[src/rtl/layer_output_packer.sv]
// Gathers output-layer neuron results that finish at different times into one packed
// frame, strobes it to the max-finder, and flags duplicate lanes and abandoned frames.
module layer_output_packer #(
  parameter int unsigned NN_lyr    = 10,
  parameter int unsigned dataWidth = 16,
  parameter int unsigned TIMEOUT   = 1024
) (
  input  logic                        clk,
  input  logic                        rst,
  input  logic [NN_lyr-1:0]           neuronValid,
  input  logic [NN_lyr*dataWidth-1:0] neuronData,
  output logic                        outValid,
  output logic [NN_lyr*dataWidth-1:0] outData,
  output logic [NN_lyr-1:0]           capturedMask,
  output logic                        errDup,
  output logic                        errTimeout,
  output logic                        busy
);

  localparam int unsigned timerWidth = (TIMEOUT > 1) ? $clog2(TIMEOUT) : 1;
  localparam int unsigned busWidth   = NN_lyr * dataWidth;

  typedef enum logic [1:0] {IDLE, COLLECT, EMIT} stateT;

  stateT                 state, stateNext;
  logic [NN_lyr-1:0]     mask, maskNext;
  logic [NN_lyr-1:0]     captureEn;
  logic [NN_lyr-1:0]     newLanes;
  logic [timerWidth-1:0] timer, timerNext;
  logic [busWidth-1:0]   capReg, capNext;
  logic                  dupNext, timeoutNext;

  assign newLanes     = neuronValid & ~mask;
  assign capturedMask = mask;

  // Next-state, mask, timer and capture-enable decisions
  always_comb begin
    stateNext   = state;
    maskNext    = mask;
    timerNext   = timer;
    captureEn   = '0;
    dupNext     = 1'b0;
    timeoutNext = 1'b0;
    unique case (state)
      IDLE, EMIT: begin
        // EMIT's strobes open a fresh frame, never counted as duplicates
        captureEn = neuronValid;
        maskNext  = neuronValid;
        timerNext = '0;
        if (&neuronValid)      stateNext = EMIT;
        else if (|neuronValid) stateNext = COLLECT;
        else                   stateNext = IDLE;
      end
      COLLECT: begin
        dupNext = |(neuronValid & mask);
        if (&(mask | newLanes)) begin
          captureEn = newLanes;
          maskNext  = '1;
          stateNext = EMIT;
        end else if (timer == timerWidth'(TIMEOUT - 1)) begin
          timeoutNext = 1'b1;
          maskNext    = '0;
          timerNext   = '0;
          stateNext   = IDLE;
        end else begin
          captureEn = newLanes;
          maskNext  = mask | newLanes;
          timerNext = timer + timerWidth'(1);
        end
      end
      default: stateNext = IDLE;
    endcase
  end

  // Merge newly strobed lanes over the held captures
  always_comb begin
    capNext = capReg;
    for (int i = 0; i < int'(NN_lyr); i++) begin
      if (captureEn[i]) capNext[i*dataWidth +: dataWidth] = neuronData[i*dataWidth +: dataWidth];
    end
  end

  always_ff @(posedge clk or negedge rst) begin
    if (!rst) begin
      state      <= IDLE;
      mask       <= '0;
      timer      <= '0;
      capReg     <= '0;
      outValid   <= 1'b0;
      outData    <= '0;
      errDup     <= 1'b0;
      errTimeout <= 1'b0;
      busy       <= 1'b0;
    end else begin
      state      <= stateNext;
      mask       <= maskNext;
      timer      <= timerNext;
      capReg     <= capNext;
      outValid   <= (stateNext == EMIT);
      errDup     <= dupNext;
      errTimeout <= timeoutNext;
      busy       <= (stateNext != IDLE);
      if (stateNext == EMIT) outData <= capNext;
    end
  end

endmodule

[config.mk]
export PLATFORM = sky130hd
export DESIGN_NAME = layer_output_packer
export DESIGN_NICKNAME = d
export VERILOG_FILES = /design/src/rtl/layer_output_packer.sv
export SDC_FILE = /design/constraint.sdc
export NUM_CORES = 1
export LEC_CHECK = 0
export CAP_MARGIN = 5
export CORE_UTILIZATION = 40
export CTS_BUF_LIST = sky130_fd_sc_hd__clkbuf_8
export CTS_CLUSTER_DIAMETER = 60
export DETAILED_ROUTE_END_ITERATION = 7
export DONT_BUFFER_PORTS = 1
export PLACE_DENSITY = 0.53
export SKIP_CTS_REPAIR_TIMING = 1
export SLEW_MARGIN = 30
export SYNTH_ARGS = -nofsm -noshare
export SYNTH_HDL_FRONTEND = slang
export SYNTH_SLANG_ARGS = --single-unit
[constraint.sdc]
create_clock -name clk -period 2.9 [get_ports clk]
set_clock_uncertainty 0.1 [all_clocks]
set_input_delay 0.58 -clock clk [delete_from_list [all_inputs] [get_ports clk]]
set_output_delay 0.58 -clock clk [all_outputs]
set_load 0.05 [all_outputs]
[Word level (Yosys, flattened, before mapping)]
Index checks and enable logic that the tools add are counted.
Storage, ports and cells
  register bits after elaboration: 346
  bits of input ports: 172
  output and inout bits: 174
  word-level logic and storage cells: 56
Operators by class
  add/sub/neg operators: 1
  equality and inequality tests: 5
  muxes and demuxes: 28
  bitwise operators: 4
  reductions and logical operators: 9
Operators by type and width (count)
  $mux W16: 10
  $mux W10: 6
  $pmux W10 S2: 3
  $and A10 B10 Y10: 2
  $reduce_and A10 Y1: 2
  $reduce_or A10 Y1: 2
  $add A10 B1 Y10 const B: 1
  $eq A10 B10 Y1 const B: 1
  $not A10 Y10: 1
  $or A10 B10 Y10: 1
  $mux W2: 3
  $mux W1: 5
  $eq A2 B2 Y1 const B: 2
  $pmux W2 S2: 1
  $reduce_bool A2 Y1: 2
  $eq A2 B1 Y1 const B: 1
  $logic_not A2 Y1: 1
  $ne A2 B2 Y1 const B: 1
  $reduce_and A2 Y1: 1
  $reduce_or A2 Y1: 1

[Logic depth before layout (Yosys ltp)]
Gate-level depths: netlist (run 1).
  word-level depth: 7
  depth in mapped cells: 11
  gate-level depth less buffers: 6

[Least setup slack after synthesis (run 1)]
OpenSTA, ideal clock, no wires.
  kind: in2reg
  start: input port neuronValid[3]
  end: register outData[69]
  library setup time: 0.132 ns
  arrival: 2.042 ns
  data required time: 2.668 ns
  slack: 0.625 ns
  cell stages on the path: 9
  buffers on the path: 4
  cells stage by stage: clkbuf_2 > o22ai_2 > nor3_4 > buf_4 > buf_6 > nand3_1 > buf_2 > nand3_1 > a31oi_1
On the way
  cells in the longest elaborated chain, start to end: 6
  elaborated cells on any way between the ends: 13
  those cells by class: eq/ne: 1; mux: 7; bitwise: 2; reduce/logical: 3
RTL lines
  start, declared: line 10  | input logic [NN_lyr-1:0] neuronValid,
  $and A10 B10 Y10: line 33  | assign newLanes = neuronValid & ~mask;
  $or A10 B10 Y10: line 56  | if (&(mask | newLanes)) begin
  $reduce_and A10 Y1: line 56
  $mux W2 / $mux W10 (equally long branches): line 56
  $pmux W2 S2 / $pmux W10 S2 (equally long branches): line 44  | unique case (state)
  $eq A2 B2 Y1 / $mux W16 (equally long branches): line 103, 79
  end signal, assigned: line 103  | if (stateNext == EMIT) outData <= capNext;
  end, declared: line 13  | output logic [NN_lyr*dataWidth-1:0] outData,
Parallel ways exist; a longest one is shown, timed or not.
A chain may end at the register's enable or synchronous reset.

[Final worst setup path (run 1)]
  start: register timer[0]
  end: register outData[17]
On the way
  cells in the longest elaborated chain, start to end: 5
  elaborated cells on any way between the ends: 9
  those cells by class: eq/ne: 2; mux: 7
RTL lines
  start, declared: line 29  | logic [timerWidth-1:0] timer, timerNext;
  start signal, assigned: line 97  | timer <= timerNext;
  $eq A10 B10 Y1 (*): line 60  | end else if (timer == timerWidth'(TIMEOUT - 1)) begin
  $mux W2 / $mux W10 (equally long branches): line 60
  $mux W2 / $mux W10 (equally long branches): line 56
  $pmux W2 S2 / $pmux W10 S2 (equally long branches): line 44
  $eq A2 B2 Y1 / $mux W16 (equally long branches): line 103, 79
Every way passes the cells marked *; elsewhere a longest branch is shown, timed or not.

==> results.py, run 1 <==
metrics = {
    "timing": {
        "min_period_over_period_pct": 91.2,
        "worst_pin_slew_ns": 1.63,
        "fin_crit_ns": 2.65,
        "hold-worst-slack_ns": -0.452,
        "slew_headroom_pct": -8.79,
        "max_freq_ghz": 0.378,
        "setup_ws_ns": 0.255,
        "finalHoldViolCount": 346,
        "slew_violations": 83,
        "grt_setup_unrepaired": "no",
        "setup_viol_count_final": 0,
        "setup_tns_ns": 0,
    },
    "cells_and_area": {
        "diodes": 0,
        "multi_input_area_mm2": 0.00509,
        "area_growth_pct": 14.0,
        "stdcell_area_mm2": 0.0164,
        "fillers": 3459,
        "mostFrequentLayoutCells": "346 x dfrtp_1, 168 x nand2_1, 167 x nor2_1",
        "final-seq-area_mm2": 0.00866,
        "layout-drive-gt1-share_pct": 12.2,
        "fin_nets": 1626,
        "layout_commonest_cell": "dfrtp_1",
    },
    "detailed_routing": {
        "first_iter_violations": 568,
        "drc_errors": 0,
        "detail-route-antenna-nets": 0,
        "dr.pass1.iters": 5,
        "routedWlPerCell_um": 19.8,
        "viasPerCell": 5.51,
        "wirelength_um": 38900,
        "vias": 10800,
    },
    "power_and_ir_drop": {
        "p_sw_w": 0.0120,
        "p_seq_share_pct": 52.8,
        "p_per_area_mw_per_mm2": 1470,
        "power_leakage_nw": 7.37,
        "p_clk_share_pct": 18.4,
        "combPwrFrac_pct": 28.8,
        "internal-power_w": 0.0121,
        "switching_share_pct": 49.8,
        "ir_drop_uv": 692,
    },
    "clock_tree": {
        "cts_tree": "yes",
        "cts_made_buffers": 58,
        "clk-insertion-delay-late_ns": 0.63,
        "ctsHtreeMaxLevel": 2,
        "clock_sinks": 346,
        "clk_path_buf_depth": 3,
        "clk_pin_slew_worst_paths_ns": 0.07,
        "cts_root_buf": "clkbuf_8",
    },
    "global_route": {
        "grt_pass1_wl_um": 59300,
        "grt_max_degree": 347,
        "overflow": 0,
        "antenna_found_initial": 0,
        "track_usage_pct": 20.6,
        "grt_pass1_vias": 10500,
    },
    "worst_setup_path": {
        "slowest_stage": "a22o_1",
        "critical_path_arrival_ns": 3.04,
        "end_kind": "flop",
        "cp_max_fo": 22,
        "worstSetupPathType": "flop to flop",
        "worstPathRequired_ns": 3.29,
        "cp_cell_sequence": "ha_1, nand3_1, or3_2, buf_4, a22o_1, o21ai_0, a31oi_1",
        "startpoint_type": "flop",
        "cp_slowest_stage_delay_ns": 0.49,
    },
    "yosys": {
        "yosysWarningCount": 0,
        "synth_edf_count": 0,
        "async_flop_share_pct": 100,
        "synth-main-ff-cell": "dfrtp_1",
        "syn_inst": 1410,
        "syn_area_mm2": 0.0144,
        "ys_types": 48,
        "ys_seq_area_share_pct": 60.0,
        "avgSynthCellArea_um2": 10.2,
        "synth_nets": 1583,
        "ys_seq_elements": 346,
    },
    "placed_design": {
        "port_buffers": 0,
        "dpl_cell_area_mm2": 0.0147,
        "dp_hpwl_um": 24300,
        "dp_worst_setup_slack_ns": 0.229,
        "gp_congestion": 0.769,
    },
    "floorplan": {
        "fp.dieArea_mm2": 0.0368,
        "core_area_mm2": 0.0356,
        "dieWidth_um": 192,
        "row_count": 69,
        "die_y_um": 192,
        "initial_utilization_pct": 40.6,
        "ios": 346,
    },
    "status": {
        "violations": "negative hold slack, max-slew violations",
        "outcome": "finished with violations",
    },
    "min_path": {
        "hp-class": "input pin to async pin",
    },
    "flow_run": {
        "max_cap_viol_count": 0,
    },
}
## cell usage after synthesis (14+ instances only)
cell type | n | share of area [%]
a21oi_1 | 14 | 0.49
a22o_1 | 16 | 0.97
a31oi_1 | 163 | 7.1
buf_2 | 51 | 1.8
buf_6 | 15 | 1.2
clkbuf_1 | 14 | 0.36
clkbuf_2 | 19 | 0.66
dfrtp_1 | 346 | 60
nand2_1 | 168 | 4.4
nand3_1 | 165 | 5.7
nor2_1 | 168 | 4.4
o21ai_0 | 134 | 4.6
o21ai_1 | 15 | 0.52
o21ai_2 | 17 | 1.0
## power by group through the flow
stage	combinational (W)	clock (W)	sequential, W
4_1_cts	0.00697	0.00458	0.0128
5_1_grt	0.00794	0.00479	0.0130
6_report	0.00693	0.00444	0.0127
3_3_place_gp	0.00678	0	0.0128
2_1_floorplan	0.00544	0	0.0125
3_5_place_dp	0.00697	0	0.0129
## path summary, 6_finish.rpt
kind | startpoint | to | slack, ns | cells past startpoint
worst max-delay path | timer[0] | outData[17] | 0.25 | 7
worst max register to register | timer[0] | outData[17] | 0.25 | 7
min in group clk | neuronValid[6] | capturedMask[6] | 0.01 | 2
worst min register to register | capReg[53] | capReg[53] | 0.40 | 2
max in group asynchronous | rst | capturedMask[2] | 1.84 | 0
worst min-delay path | rst | capReg[26] | -0.45 | 0
## layout make-up
class / instances / share of cell area, %
clock buffer: 77 / 6.45
clock inverter: 31 / 0.921
inverter: 4 / 0.0913
multi-input combinational: 949 / 31.0
sequential: 346 / 52.7
tap: 461 / 3.51
timing repair buffer: 94 / 5.39
## through the flow
step,util [%],power [W],instances
after detailed placement,41.4,0.0198,1802
after CTS,44.8,0.0243,1910
after floorplan,-,0.0179,1410
after global routing,46.2,0.0258,1962
after global placement,41.4,0.0196,1802
final,46.2,0.0241,1962
## cell families after synthesis
group,after synthesis,share of synthesized area [%]
compound gates,395,17.9
flops,346,60.0
fa+ha+maj,1,0.0867
simple gates,550,17.1
buf+inv,115,4.78
xor+xnor,3,0.182
## registers in the layout (all words and copies together), names as in the netlist
name and flops:
state 2, outValid 1, capReg 160, timer 10, errDup 1, capturedMask 10
busy 1, outData 160, errTimeout 1
## critical path, delay by kind of cell (launching register included)
| kind | cells | cell delay (ns) |
|---|---|---|
| buffers and inverters | 1 | 0.27 |
| flip-flops | 1 | 0.42 |
| AO/OA/AOI/OAI | 3 | 0.94 |
| adder cells (fa/ha/maj) | 1 | 0.19 |
| AND/OR/NAND/NOR | 2 | 0.57 |
## metal layers
layer	track usage (%)	part of all wire [%]	vias to the layer above
met4	8.52	2.8	0
met2	30.5	45	328
met5	0.275	0	-
met3	7.56	9.0	69
li1	-	-	5139
met1	27.1	43	5269
No activity file was read; power rests on OpenSTA's default activity.
==> inputs of run 2 (changes only) <==
RECOVER_POWER = 50   (was default)
==> run 2 against run 1 <==
- the run ends with negative hold slack left
- combinational power fell by 0.7%
- non-clock buffer count unchanged
- routed wire length decreased by 0.20%
- power shrank 0.24%
- cell count stayed put
- clock power is essentially flat
- clock-buffer cell count unchanged
==> results.py, run 2 (synthesis gave the netlist of run 1 again) <==
metrics = {
    "clock_tree": {
        "clk-insertion-delay-late_ns": 0.63,
        "clock_sinks": 346,
        "clk_pin_slew_worst_paths_ns": 0.07,
        "cts_root_buf": "clkbuf_8",
        "ctsHtreeMaxLevel": 2,
        "cts_made_buffers": 58,
        "clk_path_buf_depth": 3,
        "cts_tree": "yes",
    },
    "detailed_routing": {
        "drc_errors": 0,
        "dr.pass1.iters": 5,
        "vias": 10700,
        "detail-route-antenna-nets": 0,
        "wirelength_um": 38800,
        "routedWlPerCell_um": 19.8,
        "viasPerCell": 5.48,
        "first_iter_violations": 563,
    },
    "floorplan": {
        "initial_utilization_pct": 40.6,
        "fp.dieArea_mm2": 0.0368,
        "core_area_mm2": 0.0356,
        "dieWidth_um": 192,
        "ios": 346,
        "row_count": 69,
        "die_y_um": 192,
    },
    "placed_design": {
        "port_buffers": 0,
        "gp_congestion": 0.769,
        "dp_hpwl_um": 24300,
    },
    "global_route": {
        "overflow": 0,
        "grt_max_degree": 347,
        "track_usage_pct": 20.6,
        "grt_pass1_wl_um": 59300,
        "grt_pass1_vias": 10500,
        "antenna_found_initial": 0,
    },
    "worst_setup_path": {
        "r2r_end": "outData[17]",
        "worstPathRequired_ns": 3.29,
        "r2r_start": "timer[0]",
        "rrSetupSlack_ns": 0.26,
        "r2r_cells": 7,
        "worstSetupPathType": "flop to flop",
        "end_kind": "flop",
        "startpoint_type": "flop",
        "cp_max_fo": 22,
        "critical_path_arrival_ns": 3.03,
    },
    "status": {
        "violations": "negative hold slack",
        "outcome": "finished with violations",
    },
    "timing": {
        "min_period_over_period_pct": 91.2,
        "slew_headroom_pct": 5.33,
        "grt_setup_unrepaired": "no",
        "slew_violations": 0,
        "max_freq_ghz": 0.378,
        "hold-worst-slack_ns": -0.448,
        "finalHoldViolCount": 346,
        "setup_tns_ns": 0,
        "worst_pin_slew_ns": 1.42,
        "setup_viol_count_final": 0,
        "fin_crit_ns": 2.64,
    },
    "cells_and_area": {
        "area_growth_pct": 13.7,
        "biggestRegsByFlops": "capReg: 160 flops, outData: 160 flops",
        "multi_input_area_mm2": 0.00508,
        "postLayoutCoreUtil_pct": 46.1,
        "fin_nets": 1626,
        "layout-drive-gt1-share_pct": 11.6,
        "diodes": 0,
        "mostFrequentLayoutCells": "346 x dfrtp_1, 168 x nand2_1, 167 x nor2_1",
        "layout_commonest_cell": "dfrtp_1",
        "final-seq-area_mm2": 0.00866,
        "fillers": 3463,
    },
    "power_and_ir_drop": {
        "ir_drop_uv": 691,
        "p_per_area_mw_per_mm2": 1470,
        "design_power_total_w": 0.0240,
        "power_leakage_nw": 7.36,
    },
    "flow_run": {
        "max_cap_viol_count": 0,
    },
    "min_path": {
        "hp-class": "input pin to async pin",
    },
}
run 2: cell count changes in the layout (fill, tap and decap cells not counted), sizes merged:
| cell | previous run | this run |
|---|---|---|
| buf | 42 | 37 |
| clkbuf | 77 | 82 |
run 2: routing by layer:
metal / share of wire, % / vias to the layer above / global-route usage [%]
li1: - / 5141 / -
met1: 43 / 5227 / 27.1
met2: 45 / 311 / 30.5
met3: 9.0 / 69 / 7.56
met4: 2.8 / 0 / 8.52
met5: 0 / - / 0.275
run 2: final cells by class:
cell class,instances,area share [%]
clock buffers,77,6.46
clock inverters,31,0.923
inverters,4,0.0915
multi-input cells,949,30.9
flip-flops and latches,346,52.8
well taps,461,3.52
repair buffers,94,5.29
run 2: how the worst max path moves through the flow:
stage	from	to	slack, ns	cells past startpoint
2_1_floorplan	neuronValid[3]	outData[69]	0.63	9
3_3_place_gp	timer[0]	outData[3]	0.29	7
3_5_place_dp	timer[0]	outData[0]	0.23	7
4_1_cts	timer[0]	outData[0]	0.21	7
5_1_grt	timer[0]	outData[20]	0.04	7
6_report	timer[0]	outData[17]	0.26	7
run 2: metrics by stage:
step                setup slack (ns)  cells  instance area, um2  hold slack, ns
floorplan                      0.625   1410               14400           0.184
global placement               0.290   1802               14700           0.194
detailed placement             0.229   1802               14700           0.193
CTS                            0.214   1910               15900          -0.514
global route                  0.0447   1962               16400          -0.506
finish                         0.255   1962               16400          -0.448
run 2: critical path, cell delays in order, from the launching register on:
cell and delay [ns]:
dfrtp_1 0.42, ha_1 0.19, nand3_1 0.09, or3_2 0.48, buf_4 0.28, a22o_1 0.49, o21ai_0 0.33, a31oi_1 0.12
run 2: where the power goes:
group | switching (W) | internal [W] | total (W)
registers | 0.00556 | 0.00716 | 0.0127
logic | 0.00443 | 0.00245 | 0.00688
clock network | 0.00199 | 0.00245 | 0.00443
==> inputs of run 3 (changes only) <==
CORE_UTILIZATION = 45   (was 40)
PLACE_DENSITY = 0.59   (was 0.53)
TNS_END_PERCENT = 100   (was default)
==> run 3 against run 2 <==
- the run still ends with negative hold slack left
- via count grew 0.26%
- global-route usage grew 1.9 points
- utilization grew 4.8 points
- routed wire length shrank 3.5%
- non-clock buffer count shrank 34
- cell count shrank 4.8%
- flip-flop and latch count is the same
- sequential power is essentially flat
- critical path type unchanged
- largest cell class unchanged
- largest power group unchanged
==> results.py, run 3 (synthesis gave the netlist of run 1 again) <==
metrics = {
    "timing": {
        "setup_tns_ns": 0,
        "hold-worst-slack_ns": -0.423,
        "finalHoldViolCount": 346,
        "min_period_over_period_pct": 91.9,
        "slew_violations": 0,
        "grt_setup_unrepaired": "no",
        "slew_headroom_pct": 37.0,
        "setup_ws_ns": 0.235,
        "max_freq_ghz": 0.375,
        "fin_crit_ns": 2.67,
        "setup_viol_count_final": 0,
        "worst_pin_slew_ns": 0.944,
    },
    "clock_tree": {
        "cts_tree": "yes",
        "cts_root_buf": "clkbuf_8",
        "clk_path_buf_depth": 3,
        "clk_pin_slew_worst_paths_ns": 0.06,
        "clock_sinks": 346,
        "clk-insertion-delay-late_ns": 0.62,
        "ctsHtreeMaxLevel": 2,
        "cts_made_buffers": 59,
    },
    "worst_setup_path": {
        "worstSetupPathType": "flop to flop",
        "worstPathRequired_ns": 3.26,
        "cp_max_fo": 16,
        "crit_buf_inv": 1,
        "crit_family": "simple AND/OR/NAND/NOR gates",
        "cp_slowest_stage_delay_ns": 0.70,
        "critical_path_arrival_ns": 3.02,
        "startpoint_type": "flop",
        "slowest_stage": "nand3_1",
        "cp_common_cell": "nand3_1",
        "cp_cell_sequence": "buf_4, nor3b_1, nand3_1, nand3_1, a31oi_1",
        "end_kind": "flop",
        "r2r_cells": 5,
        "cp.depth": 5,
    },
    "placed_design": {
        "dp_hpwl_um": 23700,
        "placed_cells": 1732,
        "dp_worst_setup_slack_ns": 0.246,
        "gp_congestion": 0.800,
        "port_buffers": 0,
    },
    "cells_and_area": {
        "biggestRegsByFlops": "capReg: 160 flops, outData: 160 flops",
        "layout-drive-gt1-share_pct": 11.6,
        "area_growth_pct": 11.4,
        "layout_commonest_cell": "dfrtp_1",
        "mostFrequentLayoutCells": "346 x dfrtp_1, 168 x nand2_1, 167 x nor2_1",
        "final_cells": 1867,
        "fin_nets": 1593,
    },
    "min_path": {
        "hp-class": "input pin to async pin",
    },
    "global_route": {
        "grt_pass1_vias": 10500,
        "track_usage_pct": 22.5,
        "antenna_found_initial": 3,
        "grt_max_degree": 347,
        "overflow": 0,
        "grt_pass1_wl_um": 58900,
    },
    "status": {
        "outcome": "finished with violations",
        "violations": "negative hold slack",
    },
    "power_and_ir_drop": {
        "p_per_area_mw_per_mm2": 1490,
        "p_sw_w": 0.0120,
        "ir_drop_uv": 780,
        "internal-power_w": 0.0120,
        "p_clk_share_pct": 18.2,
        "switching_share_pct": 49.9,
        "power_leakage_nw": 7.21,
        "p_seq_share_pct": 53.0,
        "combPwrFrac_pct": 28.8,
    },
    "floorplan": {
        "ios": 346,
        "dieWidth_um": 181,
        "die_y_um": 181,
        "core_area_mm2": 0.0316,
        "fp.dieArea_mm2": 0.0328,
        "initial_utilization_pct": 45.7,
        "row_count": 65,
    },
    "detailed_routing": {
        "dr.pass1.iters": 5,
        "drc_errors": 0,
        "viasPerCell": 5.77,
        "wirelength_um": 37500,
        "vias": 10800,
        "detail-route-antenna-nets": 0,
        "first_iter_violations": 727,
        "routedWlPerCell_um": 20.1,
    },
    "flow_run": {
        "max_cap_viol_count": 0,
    },
}
-- run 3: cell count changes in the layout (fill, tap and decap cells not counted), moves of 2 or more --
cell / before / now
dlygate4sd3_1: 52 / 29
a2111oi_0: 2 / 0
inv_1: 29 / 24
clkbuf_8: 77 / 79
buf_4: 33 / 23
a2111oi_2: 0 / 2
buf_12: 4 / 6
clkbuf_1: 5 / 2
-- run 3: per-stage QoR --
stage / util [%] / cell area (um2) / power, W / hold slack [ns]
final: 50.9 / 16100 / 0.0240 / -0.423
after global routing: 50.9 / 16100 / 0.0256 / -0.464
after floorplan: - / 14400 / 0.0179 / 0.184
after global placement: 46.2 / 14600 / 0.0195 / 0.193
after CTS: 50.0 / 15800 / 0.0242 / -0.476
after detailed placement: 46.2 / 14600 / 0.0197 / 0.194
-- run 3: power groups by stage --
stage / clock [W] / sequential, W / combinational (W)
floorplan: 0 / 0.0125 / 0.00544
global placement: 0 / 0.0128 / 0.00674
detailed placement: 0 / 0.0128 / 0.00693
CTS: 0.00450 / 0.0127 / 0.00694
global route: 0.00469 / 0.0130 / 0.00792
finish: 0.00437 / 0.0127 / 0.00691
-- run 3: final timing paths --
check | from | to | slack, ns
max | state[1] | outData[80] | 0.23
min | rst | outData[27] | -0.42
max reg2reg | state[1] | outData[80] | 0.23
min reg2reg | capReg[123] | capReg[123] | 0.40
max in group asynchronous | rst | capReg[116] | 2.36
min in group clk | neuronData[126] | capReg[126] | 0.02
-- run 3: layout make-up --
class                   instances  area, um2
diodes                          1       2.50
clock inverters                26        115
flip-flops and latches        346       8660
multi-input cells             949       5090
inverters                       4       15.0
fillers                      2908      15500
clock buffers                  79       1090
repair buffers                 60        591
well taps                     402        503
-- run 3: metal layers --
metal  vias to the layer above  global-route usage [%]  share of wire, %
met4                         4                    7.49               2.3
met1                      5292                    29.4                43
met5                         -                       0             0.072
li1                       5068                       -                 -
met2                       345                    34.6                46
met3                        67                    8.16               8.7
